**src/rtl/multicycle_ctrl.sv**
```systemverilog
// Multicycle instruction controller: accepts one RV32 instruction at a time,
// walks it through DECODE / MUL_WAIT / MEM / WB and emits datapath controls.
module multicycle_ctrl #(
    parameter int unsigned MUL_LAT = 3,
    parameter int unsigned MUL_EN  = 1,
    parameter int unsigned CNT_W   = 32
) (
    input  logic             clk,
    input  logic             rst,
    input  logic             instr_valid,
    input  logic [31:0]      instruction,
    output logic             instr_ready,
    input  logic             mem_ready,
    output logic             Branch,
    output logic             MemRead,
    output logic             MemWrite,
    output logic             ALUSrc,
    output logic             RegWrite,
    output logic [1:0]       MemtoReg,
    output logic [1:0]       ALUOp,
    output logic             mul_start,
    output logic             illegal,
    output logic             busy,
    output logic [CNT_W-1:0] instr_count
);

    localparam int unsigned MC_W = 4;

    localparam logic [6:0] OP_R     = 7'b0110011;
    localparam logic [6:0] OP_I     = 7'b0010011;
    localparam logic [6:0] OP_LOAD  = 7'b0000011;
    localparam logic [6:0] OP_STORE = 7'b0100011;
    localparam logic [6:0] OP_BR    = 7'b1100011;
    localparam logic [6:0] OP_JAL   = 7'b1101111;
    localparam logic [6:0] OP_JALR  = 7'b1100111;
    localparam logic [6:0] OP_LUI   = 7'b0110111;
    localparam logic [6:0] OP_AUIPC = 7'b0010111;

    typedef enum logic [2:0] {
        S_IDLE,
        S_DECODE,
        S_MUL_WAIT,
        S_MEM,
        S_WB
    } state_t;

    typedef enum logic [3:0] {
        K_ILL,
        K_ALU_R,
        K_MUL,
        K_ALU_I,
        K_LOAD,
        K_STORE,
        K_BRANCH,
        K_JAL,
        K_JALR,
        K_LUI,
        K_AUIPC
    } kind_t;

    state_t          state;
    logic [31:0]     instr_q;
    logic [MC_W-1:0] mul_cnt;
    kind_t           kind_in;
    kind_t           kind_q;
    logic            unused_instr_bits;

    // Instruction class from opcode, with MUL carved out of the R-type space
    function automatic kind_t classify(input logic [31:0] w);
        kind_t k;
        k = K_ILL;
        case (w[6:0])
            OP_R: begin
                if (w[31:25] == 7'b0000001 && w[14:12] == 3'b000)
                    k = (MUL_EN != 0) ? K_MUL : K_ILL;
                else
                    k = K_ALU_R;
            end
            OP_I:     k = K_ALU_I;
            OP_LOAD:  k = K_LOAD;
            OP_STORE: k = K_STORE;
            OP_BR:    k = K_BRANCH;
            OP_JAL:   k = K_JAL;
            OP_JALR:  k = K_JALR;
            OP_LUI:   k = K_LUI;
            OP_AUIPC: k = K_AUIPC;
            default:  k = K_ILL;
        endcase
        return k;
    endfunction

    // ALU class per instruction kind
    function automatic logic [1:0] aluop_of(input kind_t k);
        logic [1:0] r;
        case (k)
            K_ALU_R:  r = 2'b10;
            K_ALU_I:  r = 2'b11;
            K_BRANCH: r = 2'b01;
            default:  r = 2'b00;
        endcase
        return r;
    endfunction

    // Writeback source per instruction kind
    function automatic logic [1:0] memtoreg_of(input kind_t k);
        logic [1:0] r;
        case (k)
            K_LOAD:        r = 2'b01;
            K_JAL, K_JALR: r = 2'b10;
            K_MUL:         r = 2'b11;
            default:       r = 2'b00;
        endcase
        return r;
    endfunction

    // Immediate operand select per instruction kind
    function automatic logic alusrc_of(input kind_t k);
        logic r;
        case (k)
            K_ALU_I, K_LOAD, K_STORE, K_JALR, K_LUI, K_AUIPC: r = 1'b1;
            default:                                         r = 1'b0;
        endcase
        return r;
    endfunction

    // Incoming word decodes the controls registered at accept; latched word steers DECODE/MEM
    assign kind_in = classify(instruction);
    assign kind_q  = classify(instr_q);

    // Register/immediate fields of the latched word are not needed by the controller
    assign unused_instr_bits = ^{instr_q[24:15], instr_q[11:7]};

    // Handshake and status straight from the state register
    assign instr_ready = (state == S_IDLE) && !rst;
    assign busy        = (state != S_IDLE);

    // Controller FSM with registered datapath controls
    always_ff @(posedge clk) begin
        if (rst) begin
            state       <= S_IDLE;
            instr_q     <= '0;
            mul_cnt     <= '0;
            instr_count <= '0;
            Branch      <= 1'b0;
            MemRead     <= 1'b0;
            MemWrite    <= 1'b0;
            ALUSrc      <= 1'b0;
            RegWrite    <= 1'b0;
            MemtoReg    <= 2'b00;
            ALUOp       <= 2'b00;
            mul_start   <= 1'b0;
            illegal     <= 1'b0;
        end else begin
            mul_start <= 1'b0;
            illegal   <= 1'b0;
            Branch    <= 1'b0;
            RegWrite  <= 1'b0;
            case (state)
                S_IDLE: begin
                    if (instr_valid) begin
                        instr_q   <= instruction;
                        state     <= S_DECODE;
                        ALUOp     <= aluop_of(kind_in);
                        MemtoReg  <= memtoreg_of(kind_in);
                        ALUSrc    <= alusrc_of(kind_in);
                        mul_start <= (kind_in == K_MUL);
                        illegal   <= (kind_in == K_ILL);
                    end
                end
                S_DECODE: begin
                    case (kind_q)
                        K_ILL: begin
                            state    <= S_IDLE;
                            ALUOp    <= 2'b00;
                            MemtoReg <= 2'b00;
                            ALUSrc   <= 1'b0;
                        end
                        K_MUL: begin
                            state   <= S_MUL_WAIT;
                            mul_cnt <= MC_W'(MUL_LAT - 1);
                        end
                        K_LOAD: begin
                            state   <= S_MEM;
                            MemRead <= 1'b1;
                        end
                        K_STORE: begin
                            state    <= S_MEM;
                            MemWrite <= 1'b1;
                        end
                        default: begin
                            state    <= S_WB;
                            RegWrite <= (kind_q != K_BRANCH);
                            Branch   <= (kind_q == K_BRANCH);
                        end
                    endcase
                end
                S_MUL_WAIT: begin
                    if (mul_cnt == '0) begin
                        state    <= S_WB;
                        RegWrite <= 1'b1;
                    end else begin
                        mul_cnt <= mul_cnt - MC_W'(1);
                    end
                end
                S_MEM: begin
                    if (mem_ready) begin
                        MemRead  <= 1'b0;
                        MemWrite <= 1'b0;
                        if (kind_q == K_LOAD) begin
                            state    <= S_WB;
                            RegWrite <= 1'b1;
                        end else begin
                            state       <= S_IDLE;
                            instr_count <= instr_count + CNT_W'(1);
                            ALUOp       <= 2'b00;
                            MemtoReg    <= 2'b00;
                            ALUSrc      <= 1'b0;
                        end
                    end
                end
                S_WB: begin
                    state       <= S_IDLE;
                    instr_count <= instr_count + CNT_W'(1);
                    ALUOp       <= 2'b00;
                    MemtoReg    <= 2'b00;
                    ALUSrc      <= 1'b0;
                end
                default: begin
                    state <= S_IDLE;
                end
            endcase
        end
    end

endmodule
```
**config.mk**
```make
export PLATFORM = sky130hd
export DESIGN_NAME = multicycle_ctrl
export DESIGN_NICKNAME = d
export VERILOG_FILES = /design/src/rtl/multicycle_ctrl.sv
export SDC_FILE = /design/constraint.sdc
export NUM_CORES = 1
export LEC_CHECK = 0
export ABC_AREA = 1
export BUFFER_PORTS_ARGS = -buffer_cell sky130_fd_sc_hd__buf_2
export CAP_MARGIN = 20
export CORE_MARGIN = 10
export CORE_UTILIZATION = 59
export DETAILED_ROUTE_END_ITERATION = 16
export GPL_ROUTABILITY_DRIVEN = 0
export PLACE_DENSITY = 0.85
export SKIP_LAST_GASP = 1
export SLEW_MARGIN = 10
export SYNTH_ARGS = -nofsm -noshare
export SYNTH_HDL_FRONTEND = slang
export SYNTH_SLANG_ARGS = --single-unit
```
**constraint.sdc**
```tcl
create_clock -name clk -period 4.8 [get_ports clk]
set_clock_uncertainty 0.2 [all_clocks]
set_input_delay 0.48 -clock clk [delete_from_list [all_inputs] [get_ports clk]]
set_output_delay 0.48 -clock clk [all_outputs]
set_load 0.02 [all_outputs]
```
---- Word-level counts from Yosys, hierarchy flattened ----
Index checks and enable logic that the tools add are counted.
Widths: inputs -> output; s select.
word-level totals
  word-level logic and storage cells ...... 135
  input bits .............................. 36
  bits in registers ....................... 82
operators by class
  add/subtract/negate cells ............... 2
  bitwise logic cells ..................... 3
  multiplexer cells ....................... 41
  eq/ne operators ......................... 48
  reductions and logical operators ........ 28
operators by type and width
  operator               count
  $pmux 4 s9             2
  $mux 32                2
  $pmux 32 s2            1
  $eq 7x6->1 const B     6
  $eq 7x7->1 const B     6
  $add 32x1->32 const B  1
  $eq 4x3->1 const B     7
  $eq 7x5->1 const B     4
  $ne 2x2->1 const B     9
  $pmux 2 s4             2
  $reduce_and 3->1       5
  $eq 7x1->1 const B     2
  $eq 7x2->1 const B     2
  $mux 2                 7
  $eq 4x2->1 const B     3
  $eq 4x4->1 const B     3
  $logic_not 4->1        3
  $mux 1                 12
  $mux 3                 4
  $pmux 2 s3             2
  $pmux 3 s4             1
  $reduce_or 6->1        2
  $logic_not 3->1        3
  $pmux 3 s3             1
  other kinds (22)       32

---- Longest topological paths before layout ----
Gate-level depths: netlist (run 1).
  word-level depth ........................ 9
  gate-level depth with buffers ........... 13
  mapped depth without buffers ............ 13

---- Least setup slack after synthesis (run 1) ----
OpenSTA, ideal clock, no wires.
  kind .................................... register to register
  from .................................... reg instr_count[0]
  to ...................................... reg instr_count[24]
  buffers on the path ..................... 0
  arrival ................................. 1,670 ps
  stages on the path, launching flop included .. 9
  slack ................................... 2,859 ps
  library setup time ...................... 70 ps
  required time ........................... 4,530 ps
  clock period less this slack ............ 1,941 ps
  cells stage by stage .................... dfxtp_1 -> ha_1 -> nand3_1 -> inv_1 -> nand2_1 -> nor3_1 -> xor2_1 -> nand3_1 -> a21oi_1
between the ends
  word-level cells in the longest chain between the ends .. 4
ends and longest elaborated chain
  item                    line      text
  start, declared         24        output logic [CNT_W-1:0] instr_count
  start signal, assigned  214       instr_count <= instr_count + CNT_W'(1);
  start signal, assigned  223       instr_count <= instr_count + CNT_W'(1);
  $add 32x1->32 *         214, 223
  $mux 32                 209       if (kind_q == K_LOAD) begin
  $mux 32                 206       if (mem_ready) begin
  $pmux 32 s2 *           158       case (state)
Mark *: on every way between the ends. The rest lies on a longest branch, timed or not. The select of a mux whose other input is x is not followed.
A chain may end at the register's enable or synchronous reset.

---- Worst setup path after layout (run 1) ----
  from .................................... reg instr_q[4]
  to ...................................... reg instr_count[30]
between the ends
  word-level cells in the longest chain between the ends .. 5
  elaborated cells between the ends (all ways) .. 13
  classes of those cells .................. eq/ne (11); mux (1); reduce/logical (1)
ends and longest elaborated chain
  item                                      line  text
  start, declared                           62    logic [31:0] instr_q;
  start signal, assigned                    161   instr_q <= instruction;
  $eq 7x5->1, or another cell as far along  72    case (w[6:0])
  $pmux 4 s9 *                              72
  $eq 4x3->1 *                              209
  $ne 2x2->1 (no line) *                    --
  $reduce_and 3->1 (no line) *              --
Mark *: on every way between the ends. The rest lies on a longest branch, timed or not.

==> reports/metrics.yaml, run 1 <==
synth_seq_cells: 67
status: "completed"
die_h_microns: 100.0
cp_max_fo: 33
place_area_sq_um: 4091
irDropWorstVdd_v: 0.0002090
finalHoldViolCount: 0
arrival_ps: 2520
drive_gt1_share_pct: 15.60
grt_start_max_net_pins: 41
syn_area_sq_um: 3780
cts_resized: 0
path_clk_slew_ps: 70
fmax_mhz: 395.9
clock_sinks: 67
fin_tns_setup_ps: 0
cp-start-kind: "flop"
end_kind: "flop"
cpMaxStageDelayCell: "dfxtp_1"
maxCapViolCount: 0
synth_fp_nets: 616
io_buffers: 65
synth_area_leaders: "dfxtp_1 35%, nand2_1 14%, nor2_1 7.2%"
period_minus_slack_ps: 2526
cts_root_buffer: "clkbuf_8"
boundaryPins: 81
hold_class: "in -> reg"
area_growth_pct: 13.21
nets: 674
max_stage_delay_ps: 440
required_ps: 4800
worst_pin_slew_ps: 754.4
crit_type: "reg -> reg"
grt_usage_pct: 20.05
viasPerCell: 5.582
yosys_warnings: 0
design_area_sq_um: 4279
clock_latency_ps: 340
reg2reg_slack_ps: 2270
rsz0062_at_grt: "false"
hold_path_depth: 3
wl_per_cell_microns: 14.00
hold_start: "instruction[0]"
overflow: 0
netlist-cell-type-count: 33
postCtsSetupBuffers: 0
hold_buffers: 0
hold-path-endpoint: "instr_q[0]"
syn_area_per_cell_sq_um: 6.540
n_antenna_cell: 0
fin_crit_sh_pct: 52.62
leakage_nw: 1.880
htree_num_levels: 3
cts_buffers: 9
clk_path_buf_depth: 2
dpl.hpwl_mm: 7.411
fp.dieArea_sq_um: 10010
crit_chain: "inv_2, nand3_2, inv_2, nand2_2, nand2_1, nor2_2, nand2_2, nor2_4, nand3_4, nand2_4, inv_1, nand2_1, a21oi_1"
core_sq_um: 6277
drt_iter0_drc: 267
power_density_nw_per_um2: 279.5
wl_mm: 10.05
syn_inst: 578
report.final.slew_viol_count: 0
maxSlewHeadroom_pct: 49.70
setup_viol: 0
grt_pass1_vias: 3826
reg2regPathDepth: 13
drtAntennaViolNets: 0
n_fill_cell: 568
drc: 0
yosysTopAreaCell: "dfxtp_1"
worstReg2RegStart: "instr_q[4]"
dieWidth_microns: 100.0
grt_first_pass_wirelength_mm: 16.94
initial_core_util_pct: 60.22
antenna_found_initial: 0
r2r_end: "instr_count[30]"
first_pass_iters: 6
cts_tree: "done"
num_rows: 29
ys_seq_area_share_pct: 35.48
synth_top_area_share_pct: 35.48
vias: 4008
## worst max-delay path: cells and delay by family, from the launching register on
kind                   cells  cell delay (ps)
and+or+nand+nor            9             1420
buffers and inverters      3              230
DFF                        1              440
AOI/OAI and AO/OA          1               60
## per-stage QoR
| stage | utilization (%) | worst slack [ps] | hold slack, ps | total power, W | instances |
|---|---|---|---|---|---|
| 2_1_floorplan | - | 2859 | 229.1 | 0.0007271 | 578 |
| 3_5_place_dp | 65.18 | 1939 | 252.4 | 0.0007692 | 701 |
| 6_report | 68.17 | 2274 | 186.2 | 0.001196 | 718 |
| 4_1_cts | 68.05 | 1904 | 174.0 | 0.001197 | 717 |
| 3_3_place_gp | 65.18 | 2017 | 242.0 | 0.0007626 | 701 |
| 5_1_grt | 68.17 | 2044 | 200.6 | 0.001247 | 718 |
## routing by layer
| layer | routed length (microns) | up-vias | share of wire (%) | track usage, % |
|---|---|---|---|---|
| met4 | 272 | 0 | 2.7 | 9.891 |
| met5 | 0 | - | 0 | 0 |
| met1 | 4093 | 1836 | 41 | 22.51 |
| met2 | 4948 | 151 | 49 | 34.20 |
| li1 | - | 1993 | - | - |
| met3 | 740 | 28 | 7.4 | 5.495 |
## state kept, by name, indices dropped and copies added, names as in the netlist, 2 cells and up
name and count:
state 3, mul_cnt 4, MemtoReg 2, ALUOp 2, instr_count 32, instr_q 17
## area by class of cell
type,count,area [sq um],area share [%]
Timing Repair Buffer,66,332.8,7.778
Tap cell,77,96.34,2.251
Multi-Input combinational cell,432,2103,49.15
Inverter,60,225.2,5.263
Clock inverter,4,25.02,0.5848
Sequential cell,67,1341,31.35
Clock buffer,12,155.1,3.626
## worst max path at each step
| stage | slack [ps] | start | depth (start not counted) | to |
|---|---|---|---|---|
| after floorplan | 2860 | instr_count[0] | 8 | instr_count[24] |
| after global placement | 2020 | state[2] | 8 | instr_q[28] |
| after detailed placement | 1940 | state[2] | 8 | instr_q[28] |
| after CTS | 1900 | state[2] | 8 | instr_q[28] |
| after global routing | 2040 | instr_q[2] | 8 | instr_count[30] |
| final | 2270 | instr_q[4] | 13 | instr_count[30] |
## report_power, final
group	leakage (nW)	switching [W]	internal, W
registers	0.544	0.0000179	0.000582
logic	1.25	0.000114	0.0000477
clock network	0.0884	0.000221	0.000214
total	1.88	0.000353	0.000843
## cells in the mapped netlist, drive strengths merged
cell,count
buf,14
o21ai,30
nand3b,3
xor2,19
a21oi,53
and3,2
xnor2,7
nor3b,3
nand3,53
dfxtp,67
nand2,143
a31oi,1
nand4,9
inv,60
o211ai,1
nor2,76
clkbuf,5
nor3,27
ha,2
nor4,2
a41oi,1
## cells in the final DEF, fill, tap and decap left out, drive strengths merged
| cell type | Yosys | final |
|---|---|---|
| and3 | 2 | 2 |
| nand4 | 9 | 9 |
| a31oi | 1 | 1 |
| ha | 2 | 2 |
| nand3b | 3 | 3 |
| a41oi | 1 | 1 |
| nor4 | 2 | 2 |
| nor3b | 3 | 3 |
| clkinvlp | 0 | 2 |
| nor2 | 76 | 76 |
| buf | 14 | 66 |
| a21oi | 53 | 53 |
| o21ai | 30 | 30 |
| nand3 | 53 | 53 |
| nand2 | 143 | 143 |
| nor3 | 27 | 27 |
| inv | 60 | 60 |
| o211ai | 1 | 1 |
| xor2 | 19 | 19 |
| clkinv | 0 | 2 |
| clkbuf | 5 | 12 |
| xnor2 | 7 | 7 |
| dfxtp | 67 | 67 |
## logic make-up after synthesis
group / share of synthesized area (%)
DFF: 35.49
buffers and inverters: 8.871
and+or+nand+nor: 37.37
adders and majority gates: 0.6619
AOI/OAI and AO/OA: 11.59
xor gates and xnor gates: 6.025
(Power assumes the default switching activity.)
==> inputs of run 2 (changes only) <==
--- a/config.mk
+++ b/config.mk
@@ -9,10 +9,10 @@
 export BUFFER_PORTS_ARGS = -buffer_cell sky130_fd_sc_hd__buf_2
 export CAP_MARGIN = 20
 export CORE_MARGIN = 10
-export CORE_UTILIZATION = 59
+export CORE_UTILIZATION = 55
 export DETAILED_ROUTE_END_ITERATION = 16
 export GPL_ROUTABILITY_DRIVEN = 0
-export PLACE_DENSITY = 0.85
+export PLACE_DENSITY = 0.8
 export SKIP_LAST_GASP = 1
 export SLEW_MARGIN = 10
 export SYNTH_ARGS = -nofsm -noshare
==> constraint.sdc (replaced) <==
create_clock -name clk -period 2.4 [get_ports clk]
set_clock_uncertainty 0.2 [all_clocks]
set_input_delay 0.24 -clock clk [delete_from_list [all_inputs] [get_ports clk]]
set_output_delay 0.24 -clock clk [all_outputs]
set_load 0.02 [all_outputs]
==> run 2 against run 1 <==
Net effect: die area rose by 5.8%; wire length rose by 0.91%; design area rose by 4.0%; global-route usage fell by 0.20 points; largest power group unchanged; first-iteration DRC count fell by 45%; sequential power rose by 100%; clock power rose by 110%; flip-flop and latch count did not move; count of clock-buffer cells in the layout fell by 1; via count rose by 0.27%.
==> reports/metrics.yaml, run 2 (same netlist as run 1, synthesis figures left out) <==
hold_class: "in -> reg"
die_h_microns: 102.9
max_stage_delay_ps: 420
largest_reg_flops: 32
r2r_end: "instr_count[1]"
layout_commonest_cell: "nand2_1"
arrival_ps: 2230
nets: 689
finalHoldViolCount: 0
crit_chain: "inv_2, nand3_2, inv_2, nand2_2, nand2_1, nor2_2, nand2_2, nor2_4, nand3_4, nand2_8, inv_1, nor2_1, nor2_1"
end_kind: "flop"
cp_max_fo: 33
cts_buffers: 9
instances_no_fill: 736
core_sq_um: 6719
boundaryPins: 81
cpMaxStageDelayCell: "dfxtp_1"
grt_start_max_net_pins: 40
worst_pin_slew_ps: 734.6
worstReg2RegStart: "instr_q[4]"
antenna_found_initial: 0
irDropWorstVdd_v: 0.0003382
clock_latency_ps: 350
required_ps: 2450
n_antenna_cell: 0
biggestRegsByFlops: "instr_count: 32 flops, instr_q: 17 flops, mul_cnt: 4 flops"
drive_gt1_share_pct: 16.31
grt_usage_pct: 19.84
worstSetupStartpoint: "instr_q[4]"
drc: 0
drt_iter0_drc: 148
status: "completed"
fin_tns_setup_ps: 0
dp.cells: 709
dieWidth_microns: 102.9
path_clk_slew_ps: 80
hold_path_depth: 3
wl_mm: 10.15
fmax_mhz: 459.5
postCtsSetupBuffers: 0
maxCapViolCount: 0
grt_pass1_vias: 3736
area_growth_pct: 17.71
reg2regPathDepth: 13
total_power_w: 0.002432
grt_first_pass_wirelength_mm: 17.13
cts_root_buffer: "clkbuf_8"
fp.dieArea_sq_um: 10590
viasPerCell: 5.461
regMostFlops: "instr_count"
htree_num_levels: 3
power_density_nw_per_um2: 546.6
leakage_nw: 1.953
period_minus_slack_ps: 2176
clock_sinks: 67
drtAntennaViolNets: 0
wl_per_cell_microns: 13.78
layout_common_cells: "138 x nand2_1, 73 x nor2_1, 67 x dfxtp_1"
rsz0062_at_grt: "false"
io_buffers: 65
reg2reg_slack_ps: 220
maxSlewHeadroom_pct: 50.97
hold_start: "instruction[29]"
dpl.hpwl_mm: 7.486
overflow: 0
crit_type: "reg -> reg"
fin_crit_sh_pct: 90.67
cp-start-kind: "flop"
setup_viol: 0
clk_path_buf_depth: 2
hold-path-endpoint: "instr_q[29]"
cts_tree: "done"
first_pass_iters: 5
num_rows: 30
initial_core_util_pct: 56.26
vias: 4019
report.final.slew_viol_count: 0
n_fill_cell: 621
run 2: report_power, final:
group	internal (W)	leakage (nW)	switching (W)
logic	0.000111	1.32	0.000227
registers	0.00116	0.544	0.0000374
clock network	0.000433	0.0915	0.000460
run 2: what timing repair did:
item,CTS,global route
setup endpoints to repair,0,30
hold buffers,11,0
gates resized for setup,0,3
hold endpoints to repair,12,0
run 2: area by class of cell:
cell class / count / area [sq um] / share of cell area (%)
Multi-Input combinational cell: 432 / 2121 / 47.67
Sequential cell: 67 / 1341 / 30.15
Timing Repair Buffer: 81 / 473.0 / 10.63
Inverter: 60 / 225.2 / 5.062
Clock buffer: 11 / 151.4 / 3.403
Tap cell: 80 / 100.1 / 2.250
Clock inverter: 5 / 37.54 / 0.8436
run 2: stage by stage:
stage | util, % | setup WS [ps] | hold WS [ps] | instance area [sq um]
floorplan | - | 459.1 | 174.9 | 3780
global placement | 61.51 | 190.7 | 244.7 | 4133
detailed placement | 61.51 | 124.5 | 247.7 | 4133
CTS | 65.96 | 114.3 | 3.304 | 4432
global route | 66.22 | 32.26 | 32.65 | 4449
finish | 66.22 | 223.9 | 18.79 | 4449
run 2: how the worst max path moves through the flow:
stage | to | slack [ps]
final | instr_count[1] | 220
after global routing | instr_count[0] | 30
after CTS | instr_count[1] | 110
after detailed placement | instr_count[1] | 120
after global placement | instr_count[30] | 190
after floorplan | instr_count[24] | 460
run 2: routing by layer:
layer | up-vias | share of wire, % | GRT usage (%)
met5 | - | 0 | 0
met4 | 0 | 3.2 | 9.412
met3 | 31 | 6.9 | 4.826
met2 | 131 | 49 | 33.30
met1 | 1826 | 41 | 23.20
li1 | 2031 | - | -
run 2: worst max-delay path: cells and delay by family (launching register included):
kind	cells	cell delay, ps
simple gates	10	1260
buf+inv	3	210
flops	1	420
